===== src/rtl/ew_tex_qspi_fetch.sv =====
// Quad-output SPI flash fetch sequencer: 0x6B command + 24-bit address on io[0], dummy cycles,
// then DATA_NIBBLES nibbles read on io[3:0]. Every pin and handshake output is a flop.
//
//   state    | meaning
//   ---------+-----------------------------------------------------------
//   ST_IDLE  | /CS high, o_ready=1, waiting for i_req
//   ST_CMD   | shifting the 8-bit read opcode out on io[0], MSB first
//   ST_ADDR  | shifting the 24-bit byte address out on io[0], MSB first
//   ST_DUMMY | io[0] released, clocking the dummy cycles
//   ST_DATA  | sampling one nibble of i_tex_in per SCLK period
//   ST_GAP   | /CS held high for the minimum deselect time
module ew_tex_qspi_fetch #(
    parameter logic [7:0] CMD             = 8'h6B,
    parameter int         DUMMY_CYCLES    = 8,
    parameter int         DATA_NIBBLES    = 2,
    parameter int         CSB_HIGH_CYCLES = 2
) (
    input  logic                      i_clk,
    input  logic                      i_reset,
    input  logic                      i_req,
    input  logic [23:0]               i_addr,
    output logic                      o_ready,
    output logic                      o_busy,
    output logic [4*DATA_NIBBLES-1:0] o_data,
    output logic                      o_valid,
    output logic                      o_tex_csb,
    output logic                      o_tex_sclk,
    output logic                      o_tex_oeb0,
    output logic                      o_tex_out0,
    input  logic [3:0]                i_tex_in
);

    localparam int DW    = 4 * DATA_NIBBLES;
    localparam int MAX_A = (DUMMY_CYCLES > 23) ? DUMMY_CYCLES : 23;
    localparam int MAX_B = (DATA_NIBBLES > MAX_A) ? DATA_NIBBLES : MAX_A;
    localparam int MAX_C = (CSB_HIGH_CYCLES > MAX_B) ? CSB_HIGH_CYCLES : MAX_B;
    localparam int CW    = $clog2(MAX_C + 1);

    typedef enum logic [2:0] {
        ST_IDLE,
        ST_CMD,
        ST_ADDR,
        ST_DUMMY,
        ST_DATA,
        ST_GAP
    } state_t;

    state_t          state, state_n;
    logic [CW-1:0]   cnt, cnt_n;
    logic [30:0]     sh, sh_n;
    logic [DW-1:0]   dsh, dsh_n;
    logic            pend, pend_n;
    logic            csb_n, sclk_n, oeb0_n, out0_n, ready_n, valid_n;
    logic [DW-1:0]   data_n;

    always_ff @(posedge i_clk) begin
        if (i_reset) begin
            state      <= ST_IDLE;
            cnt        <= '0;
            sh         <= '0;
            dsh        <= '0;
            pend       <= 1'b0;
            o_tex_csb  <= 1'b1;
            o_tex_sclk <= 1'b0;
            o_tex_oeb0 <= 1'b1;
            o_tex_out0 <= 1'b0;
            o_valid    <= 1'b0;
            o_data     <= '0;
            o_ready    <= 1'b1;
            o_busy     <= 1'b0;
        end else begin
            state      <= state_n;
            cnt        <= cnt_n;
            sh         <= sh_n;
            dsh        <= dsh_n;
            pend       <= pend_n;
            o_tex_csb  <= csb_n;
            o_tex_sclk <= sclk_n;
            o_tex_oeb0 <= oeb0_n;
            o_tex_out0 <= out0_n;
            o_valid    <= valid_n;
            o_data     <= data_n;
            o_ready    <= ready_n;
            o_busy     <= !ready_n;
        end
    end

    always_comb begin
        state_n = state;
        cnt_n   = cnt;
        sh_n    = sh;
        dsh_n   = dsh;
        pend_n  = 1'b0;
        csb_n   = o_tex_csb;
        sclk_n  = o_tex_sclk;
        oeb0_n  = o_tex_oeb0;
        out0_n  = o_tex_out0;
        ready_n = o_ready;
        // The word is published one edge after /CS rises, inside the gap.
        valid_n = pend;
        data_n  = pend ? dsh : o_data;

        case (state)
            ST_IDLE: begin
                if (i_req && o_ready) begin
                    state_n = ST_CMD;
                    cnt_n   = CW'(7);
                    sh_n    = {CMD[6:0], i_addr};
                    csb_n   = 1'b0;
                    sclk_n  = 1'b0;
                    oeb0_n  = 1'b0;
                    out0_n  = CMD[7];
                    ready_n = 1'b0;
                end
            end
            ST_GAP: begin
                if (cnt == '0) begin
                    state_n = ST_IDLE;
                    ready_n = 1'b1;
                end else begin
                    cnt_n = cnt - CW'(1);
                end
            end
            default: begin
                if (!o_tex_sclk) begin
                    sclk_n = 1'b1;
                end else begin
                    // End of a high phase: sample inputs and present the next bit.
                    sclk_n = 1'b0;
                    cnt_n  = cnt - CW'(1);
                    case (state)
                        ST_CMD: begin
                            out0_n = sh[30];
                            sh_n   = {sh[29:0], 1'b0};
                            if (cnt == '0) begin
                                state_n = ST_ADDR;
                                cnt_n   = CW'(23);
                            end
                        end
                        ST_ADDR: begin
                            if (cnt != '0) begin
                                out0_n = sh[30];
                                sh_n   = {sh[29:0], 1'b0};
                            end else begin
                                oeb0_n = 1'b1;
                                out0_n = 1'b0;
                                if (DUMMY_CYCLES > 0) begin
                                    state_n = ST_DUMMY;
                                    cnt_n   = CW'(DUMMY_CYCLES - 1);
                                end else begin
                                    state_n = ST_DATA;
                                    cnt_n   = CW'(DATA_NIBBLES - 1);
                                end
                            end
                        end
                        ST_DUMMY: begin
                            if (cnt == '0) begin
                                state_n = ST_DATA;
                                cnt_n   = CW'(DATA_NIBBLES - 1);
                            end
                        end
                        ST_DATA: begin
                            dsh_n = DW'({dsh, i_tex_in});
                            if (cnt == '0) begin
                                csb_n  = 1'b1;
                                pend_n = 1'b1;
                                // A one-cycle gap is already satisfied by the edge that raises /CS.
                                if (CSB_HIGH_CYCLES <= 1) begin
                                    state_n = ST_IDLE;
                                    ready_n = 1'b1;
                                end else begin
                                    state_n = ST_GAP;
                                    cnt_n   = CW'(CSB_HIGH_CYCLES - 2);
                                end
                            end
                        end
                        default: ;
                    endcase
                end
            end
        endcase
    end

endmodule


===== config.mk =====
export PLATFORM = sky130hd
export DESIGN_NAME = ew_tex_qspi_fetch
export DESIGN_NICKNAME = d
export VERILOG_FILES = /design/src/rtl/ew_tex_qspi_fetch.sv
export SDC_FILE = /design/constraint.sdc
export NUM_CORES = 1
export LEC_CHECK = 0
export ABC_AREA = 1
export CAP_MARGIN = 40
export CORE_MARGIN = 8
export CORE_UTILIZATION = 45
export CTS_CLUSTER_DIAMETER = 100
export CTS_CLUSTER_SIZE = 8
export DETAILED_ROUTE_END_ITERATION = 10
export HOLD_SLACK_MARGIN = 0.12
export PLACE_DENSITY = 0.69
export SLEW_MARGIN = 0
export SYNTH_ARGS = -nofsm -noshare
export SYNTH_HDL_FRONTEND = slang
export SYNTH_SLANG_ARGS = --single-unit

===== constraint.sdc =====
create_clock -name i_clk -period 3.2 [get_ports i_clk]
set_input_delay 0.32 -clock i_clk [delete_from_list [all_inputs] [get_ports i_clk]]
set_output_delay 0.32 -clock i_clk [all_outputs]
set_load 0.01 [all_outputs]

---- After elaboration in Yosys (flattened, before gate mapping) ----
Cells that the tools add are included.
cells by class
  add/subtract/negate cells ............... 1
  eq/ne operators ......................... 14
  multiplexer cells ....................... 42
  bitwise operators ....................... 4
  reductions and logical operators ........ 22
operators by type and width
  cell                                                                 number
  31-bit one-hot mux with 2 select lines                               2
  31-bit 2-to-1 mux                                                    3
  5-bit 2-to-1 mux                                                     7
  3-bit 2-to-1 mux                                                     7
  5-bit one-hot mux with 4 select lines                                1
  5-bit AND reduction                                                  3
  1-bit 2-to-1 mux                                                     13
  1-bit one-hot mux with 2 select lines                                6
  3-bit one-hot mux with 4 select lines                                1
  5-bit one-hot mux with 2 select lines                                1
  3-bit != test (second input constant)                                3
  8-bit AND reduction                                                  1
  2-bit nonzero test                                                   4
  3-bit by 2-bit == test with 1-bit output (second input constant)     2
  3-bit == test (second input constant)                                2
  2-bit != test (second input constant)                                3
  3-bit one-hot mux with 2 select lines                                1
  3-bit AND reduction                                                  2
  3-bit nonzero test                                                   2
  6-bit nonzero test                                                   1
  5-bit zero test                                                      1
  5-bit nonzero test                                                   1
  5-bit OR reduction                                                   1
  5-bit by 1-bit subtractor with 5-bit output (second input constant)  1
  11 further kinds                                                     14
word-level totals
  register bits ........................... 63
  input bits .............................. 31
  output and inout port bits .............. 15
  word-level logic and storage cells ...... 96

---- Depth between registers and ports, before layout ----
  depth after elaboration ................. 5
  gate-level depth with buffers ........... 11
  depth with buffers taken out ............ 10

---- Worst setup path before layout ----
No wires, ideal clock.
  path kind ............................... register to register
  start point ............................. register cnt[0]
  end point ............................... register sh[26]
  library setup time ...................... 0.126 ns
  arrival ................................. 1.457 ns
  data required time ...................... 3.074 ns
  slack ................................... 1.617 ns
  cell stages (with the launch flop) ...... 10
  path buffers ............................ 2
  clock period less this slack ............ 1.583 ns
  cell sequence ........................... dfxtp_1 -> inv_1 -> ha_1 -> nand3_1 -> nor2_1 -> nor2_4 -> buf_6 -> buf_6 -> o21ai_1 -> nor2_1
on the way
  longest elaborated chain between the ends .. 3
ends and longest elaborated chain
  item                           line  source
  start, declared                49    logic [CW-1:0] cnt, cnt_n;
  start signal, assigned         73    cnt <= cnt_n;
  5-bit nonzero test             141   if (cnt != '0) begin
  3-bit != test (no line)        -
  5-bit AND reduction (no line)  -
  end signal, assigned           74    sh <= sh_n;
  end, declared                  50    logic [30:0] sh, sh_n;
Every way passes these cells.
A chain may end at the register's enable or synchronous reset.

---- Final worst setup path ----
Ends and elaborated chain as after synthesis.

==> metrics.txt <==
# TYPE chip_impl_metric gauge
chip_impl_metric{name="combPwrFrac",unit="%"} 47.2
chip_impl_metric{name="worst_slew_pin_slew",unit="ps"} 504.6
chip_impl_metric{name="synth-seq-area-share",unit="%"} 43.79
chip_impl_info{name="startpoint_type",value="register"} 1
chip_impl_metric{name="detail_route.wirelength.met1",unit="mm"} 3.078
chip_impl_metric{name="synth_cells",unit=""} 434
chip_impl_metric{name="dpl.cell_count",unit=""} 539
chip_impl_metric{name="dieWidth",unit="um"} 96.01
chip_impl_metric{name="number_of_synthesized_flops_with_an_enable_pin",unit=""} 0
chip_impl_metric{name="synth_compound_area_share",unit="%"} 13.64
chip_impl_metric{name="placedInstanceArea",unit="sq mm"} 0.003339
chip_impl_metric{name="io_buffers",unit=""} 45
chip_impl_metric{name="reg2reg_setup_slack",unit="ps"} 1140
chip_impl_info{name="cts_root_buf",value="clkbuf_8"} 1
chip_impl_metric{name="total_cts_buffers",unit=""} 9
chip_impl_metric{name="cp_max_fo",unit=""} 22
chip_impl_metric{name="cts-resized-gates",unit=""} 0
chip_impl_metric{name="leakage",unit="nW"} 1.603
chip_impl_metric{name="setup_viol",unit=""} 0
chip_impl_metric{name="yosysUniqueCellTypes",unit=""} 22
chip_impl_metric{name="ys_async_sr_fraction",unit="%"} 0
chip_impl_metric{name="worst_setup_hold_path_clk_slew",unit="ps"} 70
chip_impl_info{name="synthFlopType",value="dfxtp_1"} 1
chip_impl_metric{name="antenna_violations_before_repair",unit=""} 0
chip_impl_info{name="post-synth-top-count-cell",value="nand2_1"} 1
chip_impl_info{name="critical_path_class",value="register to register"} 1
chip_impl_metric{name="yosys.area.top_type_share",unit="%"} 43.79
chip_impl_metric{name="p_sw",unit="mW"} 1.502
chip_impl_metric{name="ctsHoldBuffers",unit=""} 0
chip_impl_metric{name="cp_data_required_time",unit="ps"} 3410
chip_impl_info{name="netlist_top_cells_area",value="dfxtp_1 (44%), nand2_1 (16%), nor2_1 (11%), o21ai_0 (5.6%), a21oi_1 (4.2%)"} 1
chip_impl_metric{name="power_density",unit="mW/mm^2"} 979.1
chip_impl_metric{name="clock_path_buffers",unit=""} 2
chip_impl_info{name="endpoint",value="sh[26]$_SDFFE_PP0P_"} 1
chip_impl_metric{name="drt-initial-drc-count",unit=""} 138
chip_impl_metric{name="synth_adder_area_share",unit="%"} 0.4344
chip_impl_metric{name="worst_path_largest_cell_delay",unit="ps"} 360
chip_impl_metric{name="final_global_route_overflow_total",unit=""} 0
chip_impl_info{name="critical_path.cell_chain",value="inv_1, ha_1, nand3_1, nor2_1, nor2_4, buf_4, nand2_1, o21ai_1, nor2_1"} 1
chip_impl_info{name="combinational_family_with_the_most_area_after_synthesis",value="simple AND/OR/NAND/NOR gates"} 1
chip_impl_metric{name="mappedNetlistArea",unit="sq mm"} 0.002880
chip_impl_metric{name="floorplan.io_pins",unit=""} 46
chip_impl_metric{name="grt_pass1_wl",unit="mm"} 10.81
chip_impl_metric{name="pin_count_of_the_biggest_net_entering_global_routing",unit=""} 56
chip_impl_metric{name="r2r_cells",unit=""} 9
chip_impl_metric{name="wl_met2",unit="mm"} 2.820
chip_impl_metric{name="timing_max_transition_violations_final",unit=""} 0
chip_impl_metric{name="core_area",unit="sq mm"} 0.006277
chip_impl_metric{name="number_of_nets_in_the_synthesized_netlist",unit=""} 466
chip_impl_info{name="r2r_end",value="sh[26]$_SDFFE_PP0P_"} 1
chip_impl_metric{name="timing.clock.skew",unit="ps"} 4.820
chip_impl_metric{name="final_estimated_routing_congestion_in_global_placement",unit=""} 0.8342
chip_impl_metric{name="drt_wl_total",unit="mm"} 6.338
chip_impl_metric{name="die_area",unit="sq mm"} 0.009217
chip_impl_metric{name="max_cap_violations",unit=""} 0
chip_impl_metric{name="grt_pass1_vias",unit=""} 2458
chip_impl_metric{name="p_clk_share",unit="%"} 17.0
chip_impl_info{name="outcome",value="finished clean"} 1
chip_impl_metric{name="switching_part_of_the_total_power",unit="%"} 43.79
chip_impl_metric{name="maximum_clock_frequency",unit="MHz"} 484.4
chip_impl_metric{name="fin_crit_sh",unit="%"} 64.52
chip_impl_metric{name="synthToLayoutAreaGrowth",unit="%"} 21.63
chip_impl_info{name="cpMaxStageDelayCell",value="dfxtp_1"} 1
chip_impl_metric{name="yosysWarningCount",unit=""} 0
chip_impl_metric{name="timing_hold_violations_final",unit=""} 0
chip_impl_metric{name="routedWlPerCell",unit="um"} 11.44
chip_impl_metric{name="num-fill-cells",unit=""} 631
chip_impl_metric{name="synth_mux_area_share",unit="%"} 0
chip_impl_metric{name="post_cts_buffers",unit=""} 0
chip_impl_metric{name="synth-simple-area-share",unit="%"} 33.84
chip_impl_info{name="rsz0062_at_grt",value="false"} 1
chip_impl_metric{name="internal-power",unit="mW"} 1.928
chip_impl_metric{name="cp.arrival",unit="ps"} 2270
chip_impl_info{name="endpoint_kind",value="register"} 1
chip_impl_metric{name="number_of_vias_in_the_routed_layout",unit=""} 2672
chip_impl_metric{name="drt_first_pass_iters",unit=""} 4
chip_impl_metric{name="starting_density_of_the_core",unit="%"} 45.88
chip_impl_metric{name="post_synth_xor_area_fraction",unit="%"} 0.3041
chip_impl_info{name="cts_tree",value="done"} 1
chip_impl_metric{name="syn_area_per_cell",unit="sq um"} 6.637
chip_impl_metric{name="met3WireLength",unit="um"} 396
chip_impl_metric{name="postSynthRegisterBits",unit=""} 63
chip_impl_metric{name="grt_use_total",unit="%"} 14.47
chip_impl_metric{name="power.ir.vdd_worst",unit="mV"} 0.6448
chip_impl_metric{name="clock_sinks",unit=""} 63
chip_impl_metric{name="die_height",unit="um"} 96.01
chip_impl_metric{name="drc_errors",unit=""} 0
chip_impl_metric{name="h-tree-depth",unit=""} 3
chip_impl_metric{name="clock_period_minus_worst_slack",unit="ps"} 2065
chip_impl_info{name="netlist_top_cells_count",value="nand2_1 (126), nor2_1 (87), dfxtp_1 (63), o21ai_0 (32), inv_1 (25)"} 1
chip_impl_metric{name="diodes",unit=""} 0
chip_impl_metric{name="post-dp-hpwl",unit="mm"} 4.156
chip_impl_metric{name="fin_tns_setup",unit="ps"} 0
chip_impl_info{name="topRoutingLayerUsed",value="met4"} 1
chip_impl_metric{name="seqPwrFrac",unit="%"} 35.7
chip_impl_metric{name="clkLatencyLatePin",unit="ps"} 330
chip_impl_metric{name="final_instance_area",unit="sq mm"} 0.003503
chip_impl_info{name="crit_start",value="cnt[0]$_SDFFE_PP0P_"} 1
chip_impl_metric{name="fraction_of_final_layout_cells_sized_beyond_drive_strength_1",unit="%"} 5.870
chip_impl_metric{name="placement_rows",unit=""} 29
chip_impl_metric{name="final_net_count",unit=""} 505
chip_impl_info{name="crit-reg2reg-launch",value="cnt[0]$_SDFFE_PP0P_"} 1
chip_impl_metric{name="max_slew_margin",unit="%"} 66.36
chip_impl_metric{name="antenna_violating_nets_post_route",unit=""} 0
chip_impl_metric{name="routed_via_count_divided_by_cell_count",unit=""} 4.823
chip_impl_info{name="synth_largest_area_cell",value="dfxtp_1"} 1
chip_impl_info{name="cp_common_cell",value="nor2_1"} 1
chip_impl_metric{name="post_route_non_filler_standard_cell_count",unit=""} 554
chip_impl_info{name="holdCritPathClass",value="register to register"} 1
## per-stage QoR
stage	util, %	total power, mW	setup WS (ps)	hold slack [ps]
after CTS	55.81	3.461	1148	457.4
after global routing	55.81	3.809	940.5	476.0
after floorplan	-	2.547	1617	429.7
after global placement	53.20	2.835	1126	443.3
final	55.81	3.430	1135	456.0
after detailed placement	53.20	2.857	1113	446.1
## routing by layer
metal	GRT usage (%)	vias to the layer above
met5	0	-
met2	22.13	55
met3	4.056	4
met1	18.91	1171
li1	-	1442
met4	5.378	0
## state kept, by name (all words and copies together), names as in the netlist
name        flops
cnt             5
dsh             8
o_busy          1
o_data          8
o_ready         1
o_tex_csb       1
o_tex_oeb0      1
o_tex_out0      1
o_tex_sclk      1
o_valid         1
pend            1
sh             31
state           3
## power groups by stage
stage / Sequential, mW / Combinational [mW] / Clock [mW]
6_report: 1.23 / 1.62 / 0.585
5_1_grt: 1.26 / 1.90 / 0.645
4_1_cts: 1.22 / 1.63 / 0.605
3_5_place_dp: 1.23 / 1.62 / 0
3_3_place_gp: 1.23 / 1.60 / 0
2_1_floorplan: 1.21 / 1.33 / 0
## how the worst min path moves through the flow
stage,startpoint,to,slack [ps],cells after the start
floorplan,dsh[4]$_SDFFE_PP0P_,dsh[4]$_SDFFE_PP0P_,430,2
global placement,o_tex_csb$_SDFFE_PP1P_,o_tex_csb$_SDFFE_PP1P_,440,2
detailed placement,o_tex_csb$_SDFFE_PP1P_,o_tex_csb$_SDFFE_PP1P_,450,2
CTS,dsh[5]$_SDFFE_PP0P_,dsh[5]$_SDFFE_PP0P_,460,2
global route,dsh[5]$_SDFFE_PP0P_,dsh[5]$_SDFFE_PP0P_,480,2
finish,dsh[5]$_SDFFE_PP0P_,dsh[5]$_SDFFE_PP0P_,460,2
## worst max-delay path: cells and delay by family (launching register included)
family | cells | cell delay [ps]
AOI/OAI and AO/OA | 1 | 80
buffers and inverters | 2 | 400
adders and majority gates | 1 | 250
DFF | 1 | 360
and+or+nand+nor | 5 | 840
## cell type report
type	instances	area (sq um)	share of cell area, %
well taps	77	96.34	2.750
inverters	30	112.6	3.214
repair buffers	49	480.5	13.71
clock buffers	11	141.4	4.036
clock inverters	4	22.52	0.6429
multi-input cells	320	1389	39.64
flip-flops and latches	63	1261	36.00
## cell usage in the layout, fill, tap and decap left out
cell / count
buf_4: 4
clkinvlp_4: 1
clkdlybuf4s50_1: 45
nor2_4: 3
clkbuf_1: 1
xor2_1: 1
inv_2: 4
nand2_2: 1
o21ai_1: 21
nand2_1: 126
ha_1: 1
clkinv_1: 1
clkinv_2: 3
inv_1: 25
nor3_1: 4
clkbuf_8: 10
o211ai_1: 1
a21oi_1: 24
nor2_1: 87
nand3_1: 16
nand2_4: 1
o21ai_0: 32
nand4_1: 1
dfxtp_1: 63
nand3_4: 1
## kinds of logic after synthesis
logic type                 Yosys count
AOI/OAI and AO/OA                   78
xor gates and xnor gates             1
adders and majority gates            1
buffers and inverters               51
DFF                                 63
and+or+nand+nor                    240
Note: power is estimated with default switching activity, not from simulation.
